### src/rtl/iob_burst_rd_pkg.sv
// Shared state encoding and buffer depth for the burst read stage.
package iob_burst_rd_pkg;

  typedef enum logic [1:0] {
    ST_IDLE  = 2'd0,
    ST_RUN   = 2'd1,
    ST_DRAIN = 2'd2
  } brd_state_e;

  localparam int unsigned BRD_FIFO_DEPTH = 2;

endpackage

### src/rtl/iob_burst_rd_fifo2.sv
// Two-entry register FIFO; the head register is the output, so dout only changes on pop or first push.
module iob_burst_rd_fifo2
  import iob_burst_rd_pkg::*;
#(
  parameter int DATA_W = 16
) (
  input  logic              clk,
  input  logic              rst_n,
  input  logic              push_i,
  input  logic              pop_i,
  input  logic [DATA_W-1:0] din_i,
  output logic [DATA_W-1:0] dout_o,
  output logic [1:0]        cnt_o
);

  logic [DATA_W-1:0] head_q, head_d;
  logic [DATA_W-1:0] tail_q, tail_d;
  logic [1:0]        cnt_q, cnt_d;
  logic              pop_eff;

  always_comb begin
    head_d  = head_q;
    tail_d  = tail_q;
    cnt_d   = cnt_q;
    pop_eff = pop_i && (cnt_q != 2'd0);
    case ({push_i, pop_eff})
      2'b10: begin
        // A push into a full buffer is dropped; the issue rule upstream never lets it happen.
        if (cnt_q < 2'(BRD_FIFO_DEPTH)) begin
          if (cnt_q == 2'd0) head_d = din_i;
          else               tail_d = din_i;
          cnt_d = cnt_q + 2'd1;
        end
      end
      2'b01: begin
        head_d = tail_q;
        cnt_d  = cnt_q - 2'd1;
      end
      2'b11: begin
        if (cnt_q == 2'd1) begin
          head_d = din_i;
        end else begin
          head_d = tail_q;
          tail_d = din_i;
        end
      end
      default: ;
    endcase
  end

  always_ff @(posedge clk or negedge rst_n) begin
    if (!rst_n) begin
      head_q <= '0;
      tail_q <= '0;
      cnt_q  <= 2'd0;
    end else begin
      head_q <= head_d;
      tail_q <= tail_d;
      cnt_q  <= cnt_d;
    end
  end

  assign dout_o = head_q;
  assign cnt_o  = cnt_q;

endmodule

### src/rtl/iob_2p_mem_burst_rd.sv
// Turns (start address, length) into sequential memory reads streamed out as valid/ready words.
// Optional macro IOB_BURST_RD_STALL_CNT_EN adds a saturating stall_cnt_o output.
module iob_2p_mem_burst_rd
  import iob_burst_rd_pkg::*;
#(
  parameter int DATA_W  = 16,
  parameter int N_WORDS = 8192,
  parameter int ADDR_W  = $clog2(N_WORDS),
  parameter int LEN_W   = ADDR_W + 1
) (
  input  logic              clk,
  input  logic              rst_n,
  input  logic              start_i,
  input  logic [ADDR_W-1:0] start_addr_i,
  input  logic [LEN_W-1:0]  len_i,
  output logic              busy_o,
  output logic              done_o,
  output logic              mem_r_en_o,
  output logic [ADDR_W-1:0] mem_addr_o,
  input  logic [DATA_W-1:0] mem_data_out_i,
  output logic              m_valid_o,
  input  logic              m_ready_i,
  output logic [DATA_W-1:0] m_data_o
`ifdef IOB_BURST_RD_STALL_CNT_EN
  ,
  output logic [31:0]       stall_cnt_o
`endif
);

  brd_state_e        state_q, state_d;
  logic [ADDR_W-1:0] addr_q, addr_d;
  logic [LEN_W-1:0]  rem_q, rem_d;
  logic              inflight_q, inflight_d;
  logic              done_q, done_d;
  logic              issue;
  logic              pop;
  logic [1:0]        fifo_cnt;
  logic [2:0]        occupancy;
  logic [ADDR_W-1:0] addr_next;

  assign pop       = m_valid_o && m_ready_i;
  // Words already owed to the buffer after this cycle's pop; a new read must still fit.
  assign occupancy = {1'b0, fifo_cnt} + {2'b00, inflight_q} - {2'b00, pop};
  assign addr_next = (addr_q == ADDR_W'(N_WORDS - 1)) ? '0 : addr_q + 1'b1;

  always_comb begin
    state_d    = state_q;
    addr_d     = addr_q;
    rem_d      = rem_q;
    inflight_d = 1'b0;
    done_d     = 1'b0;
    issue      = 1'b0;
    case (state_q)
      ST_IDLE: begin
        if (start_i) begin
          if (len_i != '0) begin
            addr_d  = start_addr_i;
            rem_d   = len_i;
            state_d = ST_RUN;
          end else begin
            done_d = 1'b1;
          end
        end
      end
      ST_RUN: begin
        issue = (rem_q != '0) && (occupancy < 3'(BRD_FIFO_DEPTH));
        if (issue) begin
          addr_d     = addr_next;
          rem_d      = rem_q - LEN_W'(1);
          inflight_d = 1'b1;
          if (rem_q == LEN_W'(1)) state_d = ST_DRAIN;
        end
      end
      ST_DRAIN: begin
        if (!inflight_q && (fifo_cnt == 2'd1) && pop) begin
          done_d  = 1'b1;
          state_d = ST_IDLE;
        end
      end
      default: state_d = ST_IDLE;
    endcase
  end

  always_ff @(posedge clk or negedge rst_n) begin
    if (!rst_n) begin
      state_q    <= ST_IDLE;
      addr_q     <= '0;
      rem_q      <= '0;
      inflight_q <= 1'b0;
      done_q     <= 1'b0;
    end else begin
      state_q    <= state_d;
      addr_q     <= addr_d;
      rem_q      <= rem_d;
      inflight_q <= inflight_d;
      done_q     <= done_d;
    end
  end

  iob_burst_rd_fifo2 #(
    .DATA_W(DATA_W)
  ) u_fifo (
    .clk   (clk),
    .rst_n (rst_n),
    .push_i(inflight_q),
    .pop_i (pop),
    .din_i (mem_data_out_i),
    .dout_o(m_data_o),
    .cnt_o (fifo_cnt)
  );

  assign m_valid_o  = (fifo_cnt != 2'd0);
  assign busy_o     = (state_q != ST_IDLE);
  assign done_o     = done_q;
  assign mem_r_en_o = issue;
  assign mem_addr_o = addr_q;

`ifdef IOB_BURST_RD_STALL_CNT_EN
  logic [31:0] stall_cnt_q, stall_cnt_d;

  always_comb begin
    stall_cnt_d = stall_cnt_q;
    if ((state_q == ST_IDLE) && start_i) begin
      stall_cnt_d = '0;
    end else if (busy_o && m_valid_o && !m_ready_i && (stall_cnt_q != '1)) begin
      stall_cnt_d = stall_cnt_q + 32'd1;
    end
  end

  always_ff @(posedge clk or negedge rst_n) begin
    if (!rst_n) stall_cnt_q <= '0;
    else        stall_cnt_q <= stall_cnt_d;
  end

  assign stall_cnt_o = stall_cnt_q;
`endif

endmodule
### config.mk
export PLATFORM = sky130hd
export DESIGN_NAME = iob_2p_mem_burst_rd
export DESIGN_NICKNAME = d
export VERILOG_FILES = /design/src/rtl/iob_burst_rd_pkg.sv /design/src/rtl/iob_burst_rd_fifo2.sv /design/src/rtl/iob_2p_mem_burst_rd.sv
export SDC_FILE = /design/constraint.sdc
export NUM_CORES = 1
export LEC_CHECK = 0
export ABC_AREA = 1
export CORE_ASPECT_RATIO = 0.75
export CORE_MARGIN = 5
export CORE_UTILIZATION = 47
export CTS_CLUSTER_SIZE = 16
export DETAILED_ROUTE_END_ITERATION = 10
export PLACE_DENSITY = 0.88
export SYNTH_ARGS = -nofsm -noshare
export SYNTH_HDL_FRONTEND = slang
export SYNTH_SLANG_ARGS = --single-unit
export TNS_END_PERCENT = 30
### constraint.sdc
create_clock -name clk -period 3 [get_ports clk]
set_input_delay 0.3 -clock clk [delete_from_list [all_inputs] [get_ports clk]]
set_output_delay 0.3 -clock clk [all_outputs]
set_load 0.01 [all_outputs]
; After elaboration in Yosys (flattened, before gate mapping)
; Cells that the tools add are included.
[op_classes]
muxes = 32
n_eq_ne = 17
n_addsub = 6
n_lt_le_gt_ge = 2
reduce_logical = 21
[ops]
columns = cell, count
row1 = 16-bit two-way mux, 6
row2 = 13-bit two-way mux, 4
row3 = 16-bit one-hot mux with 3 select lines, 1
row4 = 14-bit two-way mux, 3
row5 = 16-bit one-hot mux with 2 select lines, 1
row6 = 14-bit one-hot mux with 2 select lines, 1
row7 = 14-bit nonzero test, 2
row8 = 13-bit one-hot mux with 2 select lines, 1
row9 = 14-bit by 1-bit == test with 1-bit output (second input constant), 1
row10 = 2-bit != test (second input constant), 7
row11 = 14-bit by 1-bit subtractor with 14-bit output (second input constant), 1
row12 = 13-bit by 1-bit adder with 13-bit output (second input constant), 1
row13 = 13-bit == test (second input constant), 1
row14 = 2-bit two-way mux, 6
row15 = 2-bit nonzero test, 5
row16 = 4-bit AND reduction, 2
row17 = 2-bit by 1-bit == test with 1-bit output (second input constant), 3
row18 = 2-bit == test (second input constant), 3
row19 = 1-bit two-way mux, 6
row20 = 2-bit one-hot mux with 3 select lines, 1
row21 = 1-bit logical AND, 5
row22 = 5-bit AND reduction, 1
row23 = 2-bit logical NOT, 2
row24 = 2-bit by 1-bit != test with 1-bit output (second input constant), 2
row25 = 12 further kinds, 12
[word_totals]
input_bits = 47
output_inout_bits = 33
regBits = 65
wordCells = 86

; Logic depth before layout (Yosys ltp)
; Gate-level depths: netlist of run 1.
[logic_depth]
ltp_word = 7
depth_mapped = 18

; Cells and area by module
; From an unflattened synthesis of run 1, not the netlist that was laid out.
[hier_totals]
cells_unflattened = 585
area_unflattened_um2 = 4204.0
[by_module_without_submodules]
columns = module, cells_each, area_per_inst_um2, seq_area_each_um2, instances
row1 = iob_2p_mem_burst_rd, 378, 2472.4, 775.7, 1
row2 = iob_burst_rd_fifo2, 207, 1731.7, 850.8, 1

; Worst setup path before layout of run 1
; No wires, ideal clock.
[synth_path]
path_kind = register to register
from = register u_fifo.cnt_q[1], in the netlist u_fifo.cnt_o[1]
to = register addr_q[5], in the netlist mem_addr_o[5]
path_buffers = 2
path_slack_ns = -0.227
arrival_ns = 3.162
stages_incl_launch_ff = 17
synth_period_minus_slack_ns = 3.227
setup_time_ns = 0.065
t_required_ns = 2.935
cell_sequence = dfrtp_1 -> inv_2 -> ha_1 -> inv_1 -> nand2_2 -> inv_2 -> buf_1 -> ha_1 -> or2_2 -> fa_1 -> o21ai_0 -> nor2_1 -> nand3_2 -> a21oi_4 -> buf_6 -> nand2_1 -> nand2_1
[synth_via]
elab_chain_cells = 7
word_cells_on_any_way = 8
cone_classes = add/sub: 2 / order compare: 1 / eq/ne: 1 / reduce/logical: 4
[synth_rtl]
columns = item, line_no
row1 = start: declaration, iob_burst_rd_fifo2.sv:18  ; logic [1:0] cnt_q, cnt_d;
row2 = start signal: assignment, iob_burst_rd_fifo2.sv:59  ; cnt_q <= cnt_d;
row3 = 2-bit nonzero test, iob_2p_mem_burst_rd.sv:112  ; assign m_valid_o = (fifo_cnt != 2'd0);
row4 = named net m_valid_o, iob_2p_mem_burst_rd.sv:21  ; output logic m_valid_o,
row5 = 1-bit logical AND, iob_2p_mem_burst_rd.sv:41  ; assign pop = m_valid_o && m_ready_i;
row6 = 3-bit by 1-bit subtractor with 3-bit output, iob_2p_mem_burst_rd.sv:43  ; assign occupancy = {1'b0, fifo_cnt} + {2'b00, inflight_q} - {2'b00, pop};
row7 = 3-bit by 2-bit < comparator with 1-bit output, iob_2p_mem_burst_rd.sv:66  ; issue = (rem_q != '0) && (occupancy < 3'(BRD_FIFO_DEPTH));
row8 = 1-bit logical AND, iob_2p_mem_burst_rd.sv:66
row9 = 2-bit != test (no source line), --
row10 = 4-bit AND reduction (no source line), --
row11 = end signal: assignment, iob_2p_mem_burst_rd.sv:93  ; addr_q <= addr_d;
row12 = end: declaration, iob_2p_mem_burst_rd.sv:31  ; logic [ADDR_W-1:0] addr_q, addr_d;
; The timed path passes the listed nets, and every way through them passes these cells.
; A chain may end at the register's enable or synchronous reset.

; Final worst setup path of run 1
[layout_path]
from = register u_fifo.cnt_q[0], in the netlist u_fifo.cnt_o[0]
to = register state_q[0]
[layout_via]
elab_chain_cells = 7
word_cells_on_any_way = 12
cone_classes = add/sub: 2 / order compare: 1 / eq/ne: 3 / reduce/logical: 6
[layout_rtl]
columns = item, line_no
row1 = "parallel branches: the longest is 6 deep, another holds 2-bit by 1-bit adder with 3-bit output", --
row2 = 5-bit AND reduction (no source line) *, --
row3 = end signal: assignment, iob_2p_mem_burst_rd.sv:92  ; state_q <= state_d;
row4 = end: declaration, iob_2p_mem_burst_rd.sv:30  ; brd_state_e state_q, state_d;
; Every way passes the cells marked *.

==> results of run 1 <==
## state kept, by name (all words and copies together) (netlist names)
signal and count:
mem_addr_o 13, rem_q 14, inflight_q 1, done_o 1, u_fifo.cnt_o 2, state_q 2
u_fifo.dout_o 16, u_fifo.tail_q 16
## cell families (layout without fill, tap and decap cells)
logic type | after synthesis | after routing | share of synthesized area
adders and majority gates | 8 | 8 | 0.0281
DFF | 65 | 65 | 0.424
and+or+nand+nor | 364 | 364 | 0.385
buffers and inverters | 51 | 149 | 0.0604
AOI/OAI and AO/OA | 55 | 55 | 0.0881
xor gates and xnor gates | 6 | 6 | 0.0137
## power by group
| group | internal [W] | switching (W) |
|---|---|---|
| Clock | 0.000305 | 0.000379 |
| Sequential | 0.00130 | 0.000381 |
| Combinational | 0.00132 | 0.00174 |
## layer usage
layer | share of wire | track usage | up-vias
met5 | 0 | 0 | -
met4 | 0.017 | 0.0690 | 0
met3 | 0.067 | 0.0472 | 26
met2 | 0.49 | 0.371 | 156
met1 | 0.43 | 0.296 | 1837
li1 | - | - | 1934
## repair_timing
item,CTS,global route
pin swaps,5,4
setup endpoints to repair,1,30
gates resized for setup,13,6
setup buffers,7,0
## cell type report
cell class / count / area [um^2]
inverter: 34 / 133
fill: 687 / 2860
timing repair buffer: 99 / 962
tap: 105 / 131
clock buffer: 9 / 124
sequential: 65 / 1630
multi-input combinational: 433 / 2030
clock inverter: 7 / 53.8
## Yosys cell counts, drive strengths merged
cell type  number  area, um^2
a31oi          15        93.8
nor2           68         263
o21ai          23         119
nand4           6        37.5
clkbuf          6        22.5
a21oi          12        75.1
xor2            3        26.3
buf            11        81.3
xnor2           3        26.3
or2             1        6.26
o22ai           1        6.26
dfrtp          65        1630
ha              7        87.6
fa              1        20.0
nand2         240         921
o31ai           2        28.8
inv            34         128
o211ai          1        7.51
nand3          49         250
o21bai          1        7.51
## worst max-delay path, stage by stage, from the launching register on
cell,delay (ps)
dfrtp_1,400
inv_2,80
ha_4,150
inv_4,40
nand2_4,70
inv_4,40
ha_4,200
or2_4,230
fa_2,550
o21ai_2,70
nor2_2,130
buf_4,130
buf_4,90
buf_4,90
buf_4,90
buf_4,90
nand2_2,50
nand2_2,80
nand3_2,80
nand2_1,80
nand2_1,50
## worst paths after layout
kind	end	from	slack (ps)	cells past startpoint
min in group clk	u_fifo.tail_q[9]	u_fifo.tail_q[9]	490	2
max in group asynchronous	mem_addr_o[5]	rst_n	2310	2
worst min register to register	u_fifo.tail_q[9]	u_fifo.tail_q[9]	490	2
worst min-delay path	mem_addr_o[11]	rst_n	30	1
worst max-delay path	state_q[0]	u_fifo.cnt_o[0]	100	20
worst max register to register	state_q[0]	u_fifo.cnt_o[0]	100	20
## metrics by stage
step	cell area, um^2	hold WS, ps
after detailed placement	4780	417
after global placement	4780	406
final	5060	25.8
after global routing	5060	81.0
after CTS	5030	32.9
after floorplan	3840	4.41
==> flow_summary_export.csv, run 1 <==
group,metric,value,unit
clock_tree,root_buffer,"clkbuf_8",
clock_tree,cts.sinks,65,
synthesis,ys_ff_latch,65,
clock_tree,clk_latency,350,ps
die,fp.coreArea,7920,um^2
die,fp.dieW,114,um
route,drt_iter0_markers,274,
layout,final_common_cell,"nand2_1",
route,firstDrtPassIters,5,
clock_tree,hold_buffers,0,
die,row_count,28,
layout,finish.utilization,0.639,
placed_design,post-dp-hpwl,7560,um
route,ant_nets,0,
clock_tree,clk_pin_slew,80,ps
synthesis,syn_avg_cell_area,6.98,um^2
sta,worst-slew-pin-transition,1170,ps
route,via_per_inst,5.26,
sta,period_needed,2900,ps
layout,fin_nets,697,
die,design.die.area,10100,um^2
global_routing,antenna_found_initial,0,
placed_design,place_ws,-218,ps
power,power.total,0.00543,W
synthesis,syn_nets,604,
power,p_leak,2.44,nW
setup_path,cp.arrival,3130,ps
synthesis,ys.warnings.count,0,
sta,hold_viol,0,
placed_design,dpl.cell_count,730,
global_routing,grt_pass1_wl,18100,um
sta,drv_slew,0,
global_routing,grt_pass1_vias,3798,
run,max_cap_violations,0,
global_routing,overflow,0,
sta,finClkSkew,13.6,ps
run_status,status,"finished, final reports clean",
route,wl,10800,um
power,cellPowerDensity,1070,nW/um^2
sta,slew_headroom,0.220,
sta,period_share,0.968,
die,initial_core_util,0.484,
die,pin_count,80,
clock_tree,clk_path_buf_depth,2,
power,vdd_ir_drop_max,0.476,mV
clock_tree,htree_levels,3,
placed_design,place_congestion,0.921,
layout,drive_above_1_share,0.100,
layout,mostFrequentLayoutCells,"nand2_1, clkdlybuf4s50_1, nor2_1",
layout,n_antenna_cell,0,
setup_path,criticalPathCategory,"reg2reg",
placed_design,place.port_buffers,79,
sta,max_freq,0.344,GHz
synthesis,syn_inst,549,
layout,area_growth,31.9,%
sta,fin_ws,95.6,ps
die,die_height,88.2,um
sta,tns,0,ps
setup_path,critPathRequiredTime,3230,ps
synthesis,synth_cell_types,33,
setup_path,worstSetupEndpointType,"flop",
route,drc,0,
route,routed-via-count,3953,
clock_tree,cts_tree,"yes",
worst_hold_path,hp-class,"in2async",
setup_path,cp-start-kind,"flop",
global_routing,grt_util_all_layers,0.223,
synthesis,seq_area_frac_synth,0.424,
global_routing,grt_start_max_net_pins,36,
synthesis,synthesis.area,3830,um^2
setup_path,crit_fanout,3,
clock_tree,cts_buffers,9,
sta,setup_viol,0,
route,detail_route.wl_per_cell,14.4,um
layout,stdcell_count,752,
No activity file was read; power rests on OpenSTA's default activity.
==> run 2: changes to the inputs <==
--- a/config.mk
+++ b/config.mk
@@ -8,11 +8,12 @@
 export ABC_AREA = 1
 export CORE_ASPECT_RATIO = 0.75
 export CORE_MARGIN = 5
-export CORE_UTILIZATION = 47
+export CORE_UTILIZATION = 48
 export CTS_CLUSTER_SIZE = 16
 export DETAILED_ROUTE_END_ITERATION = 10
-export PLACE_DENSITY = 0.88
+export PLACE_DENSITY = 0.89
 export SYNTH_ARGS = -nofsm -noshare
 export SYNTH_HDL_FRONTEND = slang
+export SYNTH_HIERARCHICAL = 1
 export SYNTH_SLANG_ARGS = --single-unit
-export TNS_END_PERCENT = 30
+export TNS_END_PERCENT = 50
==> run 2 against run 1 <==
Net effect:
- sequential power is 3% lower
- global-route usage is 3.3 points lower
- maximum frequency increased by 7.3%
- core utilization fell by 1.2 points
- synthesized cell count up 6.6%
- die area rose by 6.6%
- largest cell class unchanged
==> flow_summary_export.csv, run 2 <==
group,metric,value,unit
clock_tree,clk_path_buf_depth,2,
synthesis,synth_top_area_frac,0.387,
clock_tree,post_cts_buffers,0,
synthesis,synth_commonest_cells,"nand2_1, dfrtp_1, nor2_1, inv_1, nand2_2",
setup_path,cp-start-kind,"flop",
route,via_per_inst,5.12,
power,p_leak,2.66,nW
sta,period_needed,2710,ps
run,max_cap_violations,0,
layout,fin_nets,722,
global_routing,grt_util_all_layers,0.190,
clock_tree,htree_levels,3,
clock_tree,cts_resized,1,
clock_tree,root_buffer,"clkbuf_16",
synthesis,ys_ff_latch,65,
placed_design,place_congestion,0.876,
layout,area_growth,26.6,%
global_routing,grt_pass1_vias,3734,
synthesis,syn_nets,641,
setup_path,cp_cell_sequence,"o21a_1 > ha_1 > inv_1 > nand2_1 > fa_1 > nand2_1 > nor2_1 > nand2_2 > nor2_1 > dlygate4sd2_1",
sta,finClkSkew,10.2,ps
synthesis,yosysMostFrequentCell,"nand2_1",
die,initial_core_util,0.495,
power,power.total,0.00643,W
synthesis,async_reset_ff_frac,1.00,
placed_design,post-dp-hpwl,7310,um
layout,drive_above_1_share,0.159,
worst_hold_path,hp-class,"in2async",
route,ant_nets,0,
clock_tree,cts.sinks,65,
sta,tns,0,ps
setup_path,reg2reg_setup_slack,470,ps
layout,final_common_cell,"nand2_1",
setup_path,rr_worst_depth,13,
setup_path,criticalPathCategory,"reg2out",
die,design.die.area,10700,um^2
layout,n_antenna_cell,0,
power,vdd_ir_drop_max,1.03,mV
clock_tree,clk_latency,320,ps
global_routing,grt_pass1_wl,17400,um
global_routing,antenna_found_initial,0,
route,drc,0,
sta,hold_viol,0,
layout,mostFrequentLayoutCells,"nand2_1, clkdlybuf4s50_1, dfrtp_1",
global_routing,overflow,0,
sta,drv_slew,0,
sta,max_freq,0.369,GHz
die,die_height,91.1,um
sta,period_share,0.902,
clock_tree,clk_pin_slew,60,ps
synthesis,ys.warnings.count,6,
setup_path,cp.arrival,2410,ps
die,fp.dieW,118,um
setup_path,critPathTopFamily,"adder cells",
setup_path,r2r_start,"u_fifo/cnt_o[1]",
setup_path,slowest_stage,"fa_1",
setup_path,crit_fanout,2,
sta,setup_viol,0,
die,row_count,29,
synthesis,syn_inst,585,
sta,worst-slew-pin-transition,857,ps
setup_path,path_buf_inv,2,
clock_tree,cts_tree,"yes",
clock_tree,cts_buffers,9,
sta,rsz0062_at_grt,"no",
setup_path,worstSetupEndpointType,"output port",
synthesis,synth_ff_type,"dfrtp_1",
synthesis,syn_avg_cell_area,7.19,um^2
route,drt_iter0_markers,381,
route,firstDrtPassIters,5,
synthesis,ys_top_cells_by_area,"dfrtp_1, nand2_1, nand2_2",
route,routed-via-count,3987,
synthesis,seq_area_frac_synth,0.387,
synthesis,synthesis.area,4200,um^2
die,pin_count,80,
route,wl,10200,um
synthesis,synth_top_area_cell,"dfrtp_1",
global_routing,grt_start_max_net_pins,66,
synthesis,synth_cell_types,34,
die,fp.coreArea,8490,um^2
placed_design,place.port_buffers,79,
synthesis,synth_edf_count,0,
power,cellPowerDensity,1210,nW/um^2
setup_path,r2r-end,"mem_addr_o[5]",
run_status,status,"finished, final reports clean",
sta,slew_headroom,0.429,
clock_tree,hold_buffers,0,
route,detail_route.wl_per_cell,13.1,um
setup_path,critPathRequiredTime,2700,ps
setup_path,critPathMaxStageDelay,490,ps
-- run 2: area by class of cell --
class / instances / area [um^2]
clock buffer: 10 / 239
clock inverter: 6 / 67.6
fill: 748 / 3170
inverter: 59 / 221
multi-input combinational: 444 / 2180
sequential: 65 / 1630
tap: 108 / 135
timing repair buffer: 87 / 857
-- run 2: stage by stage --
| stage | hold WS (ps) | worst slack [ps] | instance area (um^2) | utilization | std cells |
|---|---|---|---|---|---|
| 5_1_grt | 246 | 120 | 5320 | 0.627 | 779 |
| 3_5_place_dp | 468 | 43.5 | 5020 | 0.591 | 763 |
| 6_report | 144 | 293 | 5320 | 0.627 | 779 |
| 4_1_cts | 198 | 269 | 5320 | 0.627 | 779 |
| 2_1_floorplan | 4.41 | 578 | 4200 | - | 585 |
| 3_3_place_gp | 465 | 73.8 | 5020 | 0.591 | 763 |
-- run 2: per-layer routing --
layer | share of wire | global-route usage
met4 | 0.014 | 0.0554
met1 | 0.45 | 0.256
met2 | 0.49 | 0.315
met3 | 0.044 | 0.0354
met5 | 0 | 0
-- run 2: kinds of logic after synthesis --
family,after synthesis,share of synthesized area
buffers and inverters,76,0.0952
flip-flops,65,0.387
XOR/XNOR,7,0.0146
AO/OA/AOI/OAI,50,0.0783
adder cells (fa/ha/maj),9,0.0286
AND/OR/NAND/NOR,378,0.396
-- run 2: worst max-delay path by stage --
stage,from,to,slack (ps),cells past startpoint
finish,u_fifo/cnt_o[1],mem_r_en_o,290,10
global route,u_fifo/cnt_o[1],mem_r_en_o,120,11
CTS,u_fifo/cnt_o[1],mem_r_en_o,270,10
detailed placement,m_ready_i,mem_r_en_o,40,11
global placement,m_ready_i,mem_r_en_o,70,11
floorplan,u_fifo/cnt_o[1],mem_addr_o[2],580,14
-- run 2: worst reg2reg max path, stage by stage, from the launching register on --
cell	delay, ps
dfrtp_1	380
o21a_1	210
ha_1	290
inv_1	50
nand2_1	60
fa_1	490
nand2_1	50
nor2_1	100
nand2_2	70
buf_4	140
nand2_2	90
nand2b_4	260
nand2_1	160
nand2_1	70
-- run 2: power by group --
group	total, W	internal, W	switching (W)
registers	0.00163	0.00129	0.000346
clock network	0.00106	0.000667	0.000394
logic	0.00374	0.00147	0.00227
total	0.00643	0.00342	0.00301
==> run 3: changes to the inputs <==
--- a/config.mk
+++ b/config.mk
@@ -7,11 +7,10 @@
 export LEC_CHECK = 0
 export ABC_AREA = 1
 export CORE_ASPECT_RATIO = 0.75
-export CORE_MARGIN = 5
-export CORE_UTILIZATION = 48
+export CORE_UTILIZATION = 57
 export CTS_CLUSTER_SIZE = 16
 export DETAILED_ROUTE_END_ITERATION = 10
-export PLACE_DENSITY = 0.89
+export PLACE_DENSITY = 0.95
 export SYNTH_ARGS = -nofsm -noshare
 export SYNTH_HDL_FRONTEND = slang
 export SYNTH_HIERARCHICAL = 1
==> constraint.sdc (replaced) <==
create_clock -name clk -period 3.5 [get_ports clk]
set_input_delay 0.35 -clock clk [delete_from_list [all_inputs] [get_ports clk]]
set_output_delay 0.35 -clock clk [all_outputs]
set_load 0.01 [all_outputs]
==> run 3 against run 2 <==
Net effect:
- combinational power fell by 17%
- clock-buffer cell count fell by 1
- die area fell by 28%
- largest power group unchanged
==> flow_summary_export.csv, run 3 (synthesis results as in run 2) <==
group,metric,value,unit
run_status,status,"finished, final reports clean",
setup_path,path_buf_inv,2,
setup_path,criticalPathCategory,"reg2out",
layout,drive_above_1_share,0.157,
clock_tree,clk_path_buf_depth,2,
layout,fin_area,5200,um^2
layout,area_growth,23.7,%
route,drt_iter0_markers,223,
global_routing,grt_pass1_vias,3780,
clock_tree,cts_tree,"yes",
die,initial_core_util,0.604,
layout,fin_nets,719,
setup_path,reg2reg_setup_slack,780,ps
die,design.die.area,7730,um^2
sta,hold_viol,0,
setup_path,crit_fanout,7,
setup_path,startpoint,"u_fifo/cnt_o[1]",
global_routing,antenna_found_initial,0,
clock_tree,cts.sinks,65,
clock_tree,htree_levels,3,
route,ant_nets,0,
setup_path,cp_cell_sequence,"o21a_1 > ha_1 > inv_1 > nand2_1 > fa_1 > nand2_1 > nor2_1 > nand2_2 > nor2_1 > clkdlybuf4s50_1",
die,fp.coreArea,6960,um^2
route,firstDrtPassIters,5,
die,row_count,26,
sta,rsz0062_at_grt,"no",
run,max_cap_violations,0,
layout,n_antenna_cell,0,
sta,tns,0,ps
clock_tree,post_cts_buffers,0,
setup_path,critPathMaxStageDelay,570,ps
layout,n_fill_cell,567,
die,die_height,76.4,um
setup_path,cp.arrival,3000,ps
route,wl,10200,um
sta,period_share,0.957,
setup_path,critPathRequiredTime,3150,ps
global_routing,grt_pass1_wl,16900,um
setup_path,r2r-end,"rem_q[8]",
setup_path,cp-start-kind,"flop",
route,drc,0,
power,cellPowerDensity,1010,nW/um^2
setup_path,worstSetupEndpointType,"output port",
placed_design,place.port_buffers,79,
power,p_leak,2.61,nW
placed_design,place_congestion,0.883,
placed_design,dpl_cell_area,4970,um^2
route,via_per_inst,5.13,
worst_hold_path,hp-class,"in2async",
layout,final_common_cell,"nand2_1",
placed_design,post-dp-hpwl,7390,um
global_routing,overflow,0,
power,power.total,0.00526,W
clock_tree,clk_pin_slew,80,ps
route,detail_route.wl_per_cell,13.3,um
sta,max_freq,0.298,GHz
die,pin_count,80,
sta,finClkSkew,9.82,ps
setup_path,slowest_stage,"clkdlybuf4s50_1",
sta,slew_headroom,0.448,
setup_path,critPathTopFamily,"adder cells",
route,routed-via-count,3933,
sta,worst-slew-pin-transition,827,ps
clock_tree,clk_latency,360,ps
power,vdd_ir_drop_max,1.09,mV
layout,mostFrequentLayoutCells,"nand2_1, clkdlybuf4s50_1, dfrtp_1",
setup_path,rr_worst_depth,14,
global_routing,grt_util_all_layers,0.278,
sta,period_needed,3350,ps
clock_tree,cts_buffers,9,
sta,setup_viol,0,
global_routing,grt_start_max_net_pins,36,
die,fp.dieW,101,um
setup_path,r2r_start,"u_fifo/cnt_o[1]",
clock_tree,root_buffer,"clkbuf_8",
sta,drv_slew,0,
## run 3: cell count changes in the layout (fill, tap and decap cells not counted), moves of 2 or more
cell | previous run | this run
clkinvlp_4 | 2 | 0
buf_4 | 7 | 5
clkbuf_8 | 1 | 9
clkbuf_16 | 9 | 0
## run 3: how the worst max path moves through the flow
stage | cells after the start | to | slack [ps]
after floorplan | 14 | mem_addr_o[2] | 1080
after global placement | 11 | mem_r_en_o | 320
after detailed placement | 12 | mem_r_en_o | 250
after CTS | 11 | mem_r_en_o | 120
after global routing | 11 | mem_r_en_o | 20
final | 10 | mem_r_en_o | 150
## run 3: power breakdown
group	switching [W]	internal (W)
logic	0.00192	0.00118
clock network	0.000329	0.000409
registers	0.000326	0.00110
## run 3: layout make-up
cell class | count | area (um^2) | share of cell area
Sequential cell | 65 | 1630 | 0.313
Multi-Input combinational cell | 444 | 2180 | 0.419
Clock buffer | 9 | 124 | 0.0238
Clock inverter | 7 | 103 | 0.0197
Tap cell | 98 | 123 | 0.0236
Timing Repair Buffer | 84 | 823 | 0.158
Inverter | 59 | 221 | 0.0426
## run 3: per-layer routing
layer  part of all wire  track usage  vias to the layer above  wire length (um)
met5                  0            0                        -                 0
met4              0.017       0.0812                        0               168
met3              0.052       0.0661                       18               528
met2               0.49        0.473                      117              5000
met1               0.44        0.350                     1837              4460
li1                   -            -                     1961                 -
## run 3: through the flow
stage          hold WS [ps]  std cells  worst slack, ps  utilization
2_1_floorplan          54.4        585             1080            -
3_3_place_gp            464        750              322        0.714
3_5_place_dp            472        750              252        0.714
4_1_cts                98.4        766              121        0.747
5_1_grt                 125        766             18.0        0.747
6_report               63.4        766              149        0.747
## run 3: what timing repair did
action,in CTS,in global routing
gates resized for setup,0,1
setup endpoints to repair,0,1
hold buffers,0,0
